**src/rtl/mlp_pkg.sv**
```systemverilog
`default_nettype none
// ============================================================================
// Module   : mlp_pkg
// Brief    : Shared types and helpers for the sequenced MLP layer: FSM state
//            encoding, activation select constants, saturation bounds.
// Revision : 1.0  initial release
// ============================================================================
package mlp_pkg;

  // Layer sequencer states (explicit 3-bit encoding)
  typedef enum logic [2:0] {
    IDLE  = 3'd0,
    ACCUM = 3'd1,
    DRAIN = 3'd2,
    ACT   = 3'd3,
    OUT   = 3'd4
  } mlp_state_t;

  // Activation select values as seen on act_relu
  localparam logic ACT_RELU  = 1'b1;
  localparam logic ACT_IDENT = 1'b0;

  // Largest signed value representable in 'width' bits
  function automatic longint sat_max(input int width);
    return (64'sd1 <<< (width - 1)) - 64'sd1;
  endfunction

  // Smallest signed value representable in 'width' bits
  function automatic longint sat_min(input int width);
    return -(64'sd1 <<< (width - 1));
  endfunction

endpackage
`default_nettype wire

```
**src/rtl/mlp_sat_act.sv**
```systemverilog
`default_nettype none
// ============================================================================
// Module   : mlp_sat_act
// Brief    : Combinational fixed-point rescale (arithmetic right shift) then
//            ReLU+clip or identity+signed clamp into OUT_WIDTH bits.
// Revision : 1.0  initial release
// ============================================================================
module mlp_sat_act #(
  parameter int MAC_WIDTH  = 32,
  parameter int OUT_WIDTH  = 16,
  parameter int FRAC_SHIFT = 0
) (
  input  logic [MAC_WIDTH-1:0] acc,
  input  logic                 act_relu,
  output logic [OUT_WIDTH-1:0] act_out
);
  import mlp_pkg::*;

  localparam logic signed [MAC_WIDTH-1:0] c_max = MAC_WIDTH'(sat_max(OUT_WIDTH));
  localparam logic signed [MAC_WIDTH-1:0] c_min = MAC_WIDTH'(sat_min(OUT_WIDTH));

  logic signed [MAC_WIDTH-1:0] w_s;

  assign w_s = $signed(acc) >>> FRAC_SHIFT;

  // Positive overflow clips for both modes; the negative side depends on mode
  always_comb begin
    act_out = w_s[OUT_WIDTH-1:0];
    if (w_s > c_max) begin
      act_out = c_max[OUT_WIDTH-1:0];
    end else if ((act_relu == ACT_RELU) && w_s[MAC_WIDTH-1]) begin
      act_out = '0;
    end else if ((act_relu == ACT_IDENT) && (w_s < c_min)) begin
      act_out = c_min[OUT_WIDTH-1:0];
    end
  end

endmodule
`default_nettype wire

```
**src/rtl/mlp_layer_seq.sv**
```systemverilog
`default_nettype none
// ============================================================================
// Module   : mlp_layer_seq
// Brief    : Self-sequencing fully-connected layer. Streams N_INPUTS samples
//            over valid/ready, MACs them against per-neuron weight RAMs in
//            parallel, applies activation and presents all neuron outputs
//            over valid/ready.
//            Optional macro MLP_LAYER_BIAS_EN adds a per-neuron bias register
//            written through wr_col == N_INPUTS.
// Revision : 1.0  initial release
// ============================================================================
module mlp_layer_seq #(
  parameter int N_INPUTS   = 2,
  parameter int N_NEURONS  = 4,
  parameter int IN_WIDTH   = 16,
  parameter int WGT_WIDTH  = 16,
  parameter int MAC_WIDTH  = 32,
  parameter int OUT_WIDTH  = 16,
  parameter int FRAC_SHIFT = 0,
  localparam int ROW_W = (N_NEURONS > 1) ? $clog2(N_NEURONS) : 1,
  localparam int COL_W = $clog2(N_INPUTS + 1)
) (
  input  logic                           clk,
  input  logic                           rst_n,
  input  logic                           wr_en,
  input  logic [ROW_W-1:0]               wr_row,
  input  logic [COL_W-1:0]               wr_col,
  input  logic [WGT_WIDTH-1:0]           wr_weight,
  input  logic                           act_relu,
  input  logic                           in_valid,
  output logic                           in_ready,
  input  logic [IN_WIDTH-1:0]            in_data,
  output logic                           out_valid,
  input  logic                           out_ready,
  output logic [N_NEURONS*OUT_WIDTH-1:0] outputs_flat,
  output logic                           busy
);
  import mlp_pkg::*;

  localparam int AW     = $clog2(N_INPUTS);
  localparam int PROD_W = IN_WIDTH + WGT_WIDTH;

  mlp_state_t                     r_state;
  mlp_state_t                     w_state_nxt;
  logic [AW-1:0]                  r_cnt;
  logic signed [IN_WIDTH-1:0]     r_x;
  logic                           r_mac_en;
  logic                           r_first;
  logic                           r_act_relu;
  logic [N_NEURONS*OUT_WIDTH-1:0] r_out;
  logic [N_NEURONS*OUT_WIDTH-1:0] w_act_flat;
  logic                           w_wr_ok;
  logic                           w_in_hs;
  logic                           w_last_beat;
  logic [AW-1:0]                  w_rd_addr;

  // Writes only land in IDLE; in_ready is forced low in that cycle so a write
  // and a sample can never share the RAM address port.
  assign w_wr_ok     = wr_en && rst_n && (r_state == IDLE);
  assign w_in_hs     = in_valid && in_ready;
  assign w_last_beat = (r_cnt == AW'(N_INPUTS - 1));
  assign w_rd_addr   = w_wr_ok ? wr_col[AW-1:0] : r_cnt;

  // State register
  always_ff @(posedge clk) begin
    if (!rst_n) r_state <= IDLE;
    else        r_state <= w_state_nxt;
  end

  // Next-state decode
  always_comb begin
    w_state_nxt = r_state;
    case (r_state)
      IDLE:    if (w_in_hs) w_state_nxt = ACCUM;
      ACCUM:   if (w_in_hs && w_last_beat) w_state_nxt = DRAIN;
      DRAIN:   w_state_nxt = ACT;
      ACT:     w_state_nxt = OUT;
      OUT:     if (out_ready) w_state_nxt = IDLE;
      default: w_state_nxt = IDLE;
    endcase
  end

  // Handshake and status outputs
  always_comb begin
    in_ready  = 1'b0;
    out_valid = 1'b0;
    busy      = (r_state != IDLE);
    case (r_state)
      IDLE:    in_ready  = rst_n && !wr_en;
      ACCUM:   in_ready  = rst_n;
      OUT:     out_valid = 1'b1;
      default: ;
    endcase
  end

  // Beat counter and the sample/control pipeline stage aligned with RAM read
  always_ff @(posedge clk) begin
    if (!rst_n) begin
      r_cnt      <= '0;
      r_x        <= '0;
      r_mac_en   <= 1'b0;
      r_first    <= 1'b0;
      r_act_relu <= ACT_IDENT;
    end else begin
      r_mac_en <= w_in_hs;
      if (w_in_hs) begin
        r_x     <= in_data;
        r_first <= (r_cnt == '0);
        r_cnt   <= w_last_beat ? '0 : r_cnt + 1'b1;
        if (r_cnt == '0) r_act_relu <= act_relu;
      end
    end
  end

  for (genvar n = 0; n < N_NEURONS; n++) begin : g_neuron
    logic [WGT_WIDTH-1:0]        r_mem [N_INPUTS];
    logic signed [WGT_WIDTH-1:0] r_w;
    logic signed [PROD_W-1:0]    w_prod;
    logic signed [MAC_WIDTH-1:0] w_init;
    logic signed [MAC_WIDTH-1:0] r_acc;
    logic [OUT_WIDTH-1:0]        w_act;
    logic                        w_sel;

    assign w_sel = w_wr_ok && (wr_row == ROW_W'(n));

    // Weight RAM: single port, write in IDLE, synchronous read
    always_ff @(posedge clk) begin
      if (w_sel && (wr_col < COL_W'(N_INPUTS))) r_mem[wr_col[AW-1:0]] <= wr_weight;
      r_w <= r_mem[w_rd_addr];
    end

`ifdef MLP_LAYER_BIAS_EN
    logic signed [WGT_WIDTH-1:0] r_bias;

    // Bias register, held across reset like the weights
    always_ff @(posedge clk) begin
      if (w_sel && (wr_col == COL_W'(N_INPUTS))) r_bias <= wr_weight;
    end

    // Bias is given in output Q-format; lift it to accumulator scale
    assign w_init = MAC_WIDTH'(r_bias) <<< FRAC_SHIFT;
`else
    assign w_init = '0;
`endif

    assign w_prod = r_x * r_w;

    // Beat 0 seeds the accumulator, so no separate clear cycle is needed
    always_ff @(posedge clk) begin
      if (!rst_n)        r_acc <= '0;
      else if (r_mac_en) r_acc <= (r_first ? w_init : r_acc) + MAC_WIDTH'(w_prod);
    end

    mlp_sat_act #(
      .MAC_WIDTH (MAC_WIDTH),
      .OUT_WIDTH (OUT_WIDTH),
      .FRAC_SHIFT(FRAC_SHIFT)
    ) u_sat_act (
      .acc     (r_acc),
      .act_relu(r_act_relu),
      .act_out (w_act)
    );

    assign w_act_flat[n*OUT_WIDTH +: OUT_WIDTH] = w_act;
  end

  // Result register: loaded only in ACT, so it holds steady through OUT
  always_ff @(posedge clk) begin
    if (!rst_n)               r_out <= '0;
    else if (r_state == ACT)  r_out <= w_act_flat;
  end

  assign outputs_flat = r_out;

endmodule
`default_nettype wire

```
**config.mk**
```make
export PLATFORM = sky130hd
export DESIGN_NAME = mlp_layer_seq
export DESIGN_NICKNAME = d
export VERILOG_FILES = /design/src/rtl/mlp_pkg.sv /design/src/rtl/mlp_sat_act.sv /design/src/rtl/mlp_layer_seq.sv
export SDC_FILE = /design/constraint.sdc
export NUM_CORES = 2
export LEC_CHECK = 0
export BUFFER_PORTS_ARGS = -buffer_cell sky130_fd_sc_hd__buf_2
export CAP_MARGIN = 30
export CELL_PAD_IN_SITES_DETAIL_PLACEMENT = 1
export CELL_PAD_IN_SITES_GLOBAL_PLACEMENT = 1
export CORE_MARGIN = 3
export CORE_UTILIZATION = 35
export CTS_BUF_LIST = sky130_fd_sc_hd__clkbuf_4
export DETAILED_ROUTE_END_ITERATION = 8
export PLACE_DENSITY = 0.61
export SLEW_MARGIN = 20
export SYNTH_ARGS = -nofsm -noshare
export SYNTH_HDL_FRONTEND = slang
export SYNTH_SLANG_ARGS = --single-unit
```
**constraint.sdc**
```tcl
create_clock -name clk -period 7.25 [get_ports clk]
set_input_delay 0.3625 -clock clk [delete_from_list [all_inputs] [get_ports clk]]
set_output_delay 0.3625 -clock clk [all_outputs]
set_load 0.05 [all_outputs]
```
==> flow_metrics.env <==
export IMPL_crit_type="reg2reg"
export IMPL_setup_violations=0
export IMPL_final_cell_mix="1,342 x inv_1, 1,168 x fa_1, 674 x nand2_1"
export IMPL_synthTopCellsByArea="fa_1 40%, dfxtp_1 9.6%, inv_1 8.7%, ha_1 8.5%, edfxtp_1 6.6%"
export IMPL_mostFrequentLayoutCell="inv_1"
export IMPL_cts_htree_levels=3
export IMPL_cp_end_kind="register"
export IMPL_synth_ff_latch_count=406
export IMPL_grt_max_degree=65
export IMPL_holdPathStages=2
export IMPL_p_int_w=0.00646
export IMPL_fin_nets=7833
export IMPL_synth_nets=7670
export IMPL_cts_tree="done"
export IMPL_drtIter0Drc=1717
export IMPL_hold_viol_final=0
export IMPL_die_width_um=413
export IMPL_cts_root_buf="clkbuf_4"
export IMPL_syn_inst=6068
export IMPL_slowest_delay_ns=0.81
export IMPL_cap_violations=0
export IMPL_grt_antenna_before_repair=25
export IMPL_drcViolationCount=0
export IMPL_wl_per_cell_um=20.0
export IMPL_r2r_start="r_x[5]"
export IMPL_syn_to_final_growth_pct=10.3
export IMPL_critPathSlowestCell="dfxtp_2"
export IMPL_fmax_ghz=0.146
export IMPL_placed_cells=8217
export IMPL_path_common_cell="fa_1"
export IMPL_worstSkewPairLatency_ns=1.07
export IMPL_first_pass_iters=5
export IMPL_yosys_area_top_type="fa_1"
export IMPL_switchingPower_w=0.00543
export IMPL_antenna_left=0
export IMPL_netlist_area_leader_share_pct=40.3
export IMPL_required_ns=8.18
export IMPL_r2r_cells=22
export IMPL_synthesis_area_um2=58000
export IMPL_min_from="wr_weight[12]"
export IMPL_synth_ff_type="dfxtp_1"
export IMPL_final_setup_tns_ns=0
export IMPL_grt_pass1_wl_mm=273
export IMPL_fp_row_count=148
export IMPL_finClkSkew_ns=0.0694
export IMPL_die_area_um2=171000
export IMPL_ff2ff_setup_slack_ns=0.40
export IMPL_min_period_ns=6.85
export IMPL_via_per_inst=4.85
export IMPL_seq_area_frac_synth_pct=16.2
export IMPL_arrival_ns=7.79
export IMPL_cts_buffers=116
export IMPL_min_to="g_neuron[1].r_mem[0][12]"
export IMPL_clockPowerShare_pct=20.0
export IMPL_path_cells="buf_12 > nand2_1 > fa_1 > inv_1 > fa_1 > inv_1 > fa_1 > inv_1 > fa_1 > fa_1 > inv_1 > fa_1 > inv_1 > ha_1 > and2_1 > nand3_1 > or3_1 > o22ai_1 > o31ai_2 > a211oi_1 > o21ai_0 > a32o_1"
export IMPL_startpoint_type="register"
export IMPL_finalMaxSlewViolations=0
export IMPL_dp_hpwl_mm=138
export IMPL_clk_path_buf_depth=3
export IMPL_cp_max_fo=28
export IMPL_placed_cell_area_um2=61600
export IMPL_vias=41400
export IMPL_grt_remaining_overflow=0
export IMPL_die_h_um=413
export IMPL_first_global_vias=47600
export IMPL_tightest_slew_ns=0.961
export IMPL_grt_use_total_pct=20.7
export IMPL_power_frac_comb_pct=56.8
export IMPL_rr_endpoint="g_neuron[0].r_acc[30]"
export IMPL_yosysWarnings=0
export IMPL_fin_crit_sh_pct=94.5
export IMPL_status="finished clean"
export IMPL_pin_count=109
export IMPL_gp_congestion=0.828
export IMPL_leakagePower_nw=31.6
export IMPL_slew_headroom_pct=35.8
export IMPL_syn_area_per_cell_um2=9.55
export IMPL_synth_cell_types=70
export IMPL_ys_async_sr_fraction_pct=0
export IMPL_hold_path_class="in2reg"
export IMPL_peakVddDrop_v=0.000145
export IMPL_rsz0062_at_grt="false"
export IMPL_switching_share_pct=45.7
export IMPL_coreArea_um2=164000
export IMPL_initial_core_util_pct=35.4
export IMPL_synth_edff_count=128
export IMPL_clock_sinks=406
export IMPL_port_buffer_count=108
export IMPL_p_per_area_nw_per_um2=186
export IMPL_fin_cells=8519
export IMPL_pwr_share_seq_pct=23.2
export IMPL_wl_mm=170
export IMPL_final_area_um2=64000
export IMPL_layout_drive_gt1_share_pct=8.67
export IMPL_cts_clk_slew_worst_paths_ns=0.07
## how the worst max path moves through the flow
stage,from,end,slack [ns],cells past startpoint
3_5_place_dp,r_x[15],g_neuron[2].r_acc[31],0.39,20
4_1_cts,r_x[15],g_neuron[2].r_acc[29],0.38,20
3_3_place_gp,r_x[15],g_neuron[0].r_acc[28],0.52,23
2_1_floorplan,r_x[15],g_neuron[2].r_acc[31],0.82,22
6_report,r_x[5],g_neuron[0].r_acc[30],0.40,22
5_1_grt,r_x[5],g_neuron[0].r_acc[30],0.04,22
## worst max-delay path: cells and delay by family (launching register included)
family | cells | cell delay, ns
buf+inv | 6 | 0.54
compound gates | 5 | 1.30
fa+ha+maj | 7 | 3.33
flops | 1 | 0.81
simple gates | 4 | 0.71
## power by group through the flow
stage,Sequential (W),Combinational (W),Clock [W]
floorplan,0.00263,0.00507,0
global placement,0.00280,0.00667,0
detailed placement,0.00280,0.00682,0
CTS,0.00275,0.00689,0.00251
global route,0.00278,0.00779,0.00262
finish,0.00275,0.00676,0.00238
## layer usage
layer / routed length, µm / global-route usage, % / vias up / part of all wire [%]
met5: 109 / 0 / - / 0.064
met4: 5090 / 6.12 / 18 / 3.0
met3: 9050 / 3.66 / 242 / 5.3
met2: 80400 / 34.0 / 772 / 47
met1: 75400 / 27.9 / 21600 / 44
li1: - / - / 18700 / -
## layout make-up
cell class                      count  area, µm²
Antenna cell                       15       37.5
Multi-Input combinational cell   4055      42600
Sequential cell                   406       9440
Tap cell                         2175       2720
Inverter                         1345       5050
Clock buffer                      170       1280
Fill cell                       18800      99700
Clock inverter                     46        337
Timing Repair Buffer              307       2490
## what timing repair did
item / 4_1_cts / 5_1_grt
endpoints found under the setup margin: 0 / 2
resized for setup: 0 / 1
setup buffers: 0 / 0
hold endpoints to repair: 302 / 1
hold buffers: 68 / 1
## Yosys cell counts, types with 100 or more instances
cell type	instances
dfxtp_1	278
nand2_1	676
fa_1	1168
xnor2_1	100
inv_1	1344
and2_1	485
nor2_1	187
a21oi_1	186
edfxtp_1	128
o21ai_0	158
nor2b_1	143
clkbuf_1	255
ha_1	392
## metrics by stage
stage	setup slack, ns	power [W]	hold slack [ns]	util (%)
2_1_floorplan	0.818	0.00770	0.438	-
3_3_place_gp	0.525	0.00947	0.451	37.6
3_5_place_dp	0.387	0.00962	0.456	37.6
4_1_cts	0.381	0.0122	0.00517	39.0
5_1_grt	0.0367	0.0132	0.132	39.1
6_report	0.396	0.0119	0.231	39.1
## sequential cells by signal, summed over array words and instances, names as in the netlist
register	cells
r_x	16
outputs_flat	64
g_neuron.r_w	64
r_mac_en	1
r_state	3
r_act_relu	1
r_cnt	1
g_neuron.r_mem	128
g_neuron.r_acc	128
## kinds of logic (layout without fill, tap and decap cells)
group | Yosys count | after routing | synth area share (%)
xor gates and xnor gates | 139 | 139 | 2.10
DFF | 406 | 406 | 16.2
muxes | 115 | 115 | 2.13
buffers and inverters | 1607 | 1868 | 10.4
AOI/OAI and AO/OA | 557 | 557 | 5.95
other | 0 | 15 | 0
and+or+nand+nor | 1684 | 1684 | 14.4
adders and majority gates | 1560 | 1560 | 48.8
(Power assumes the default switching activity.)
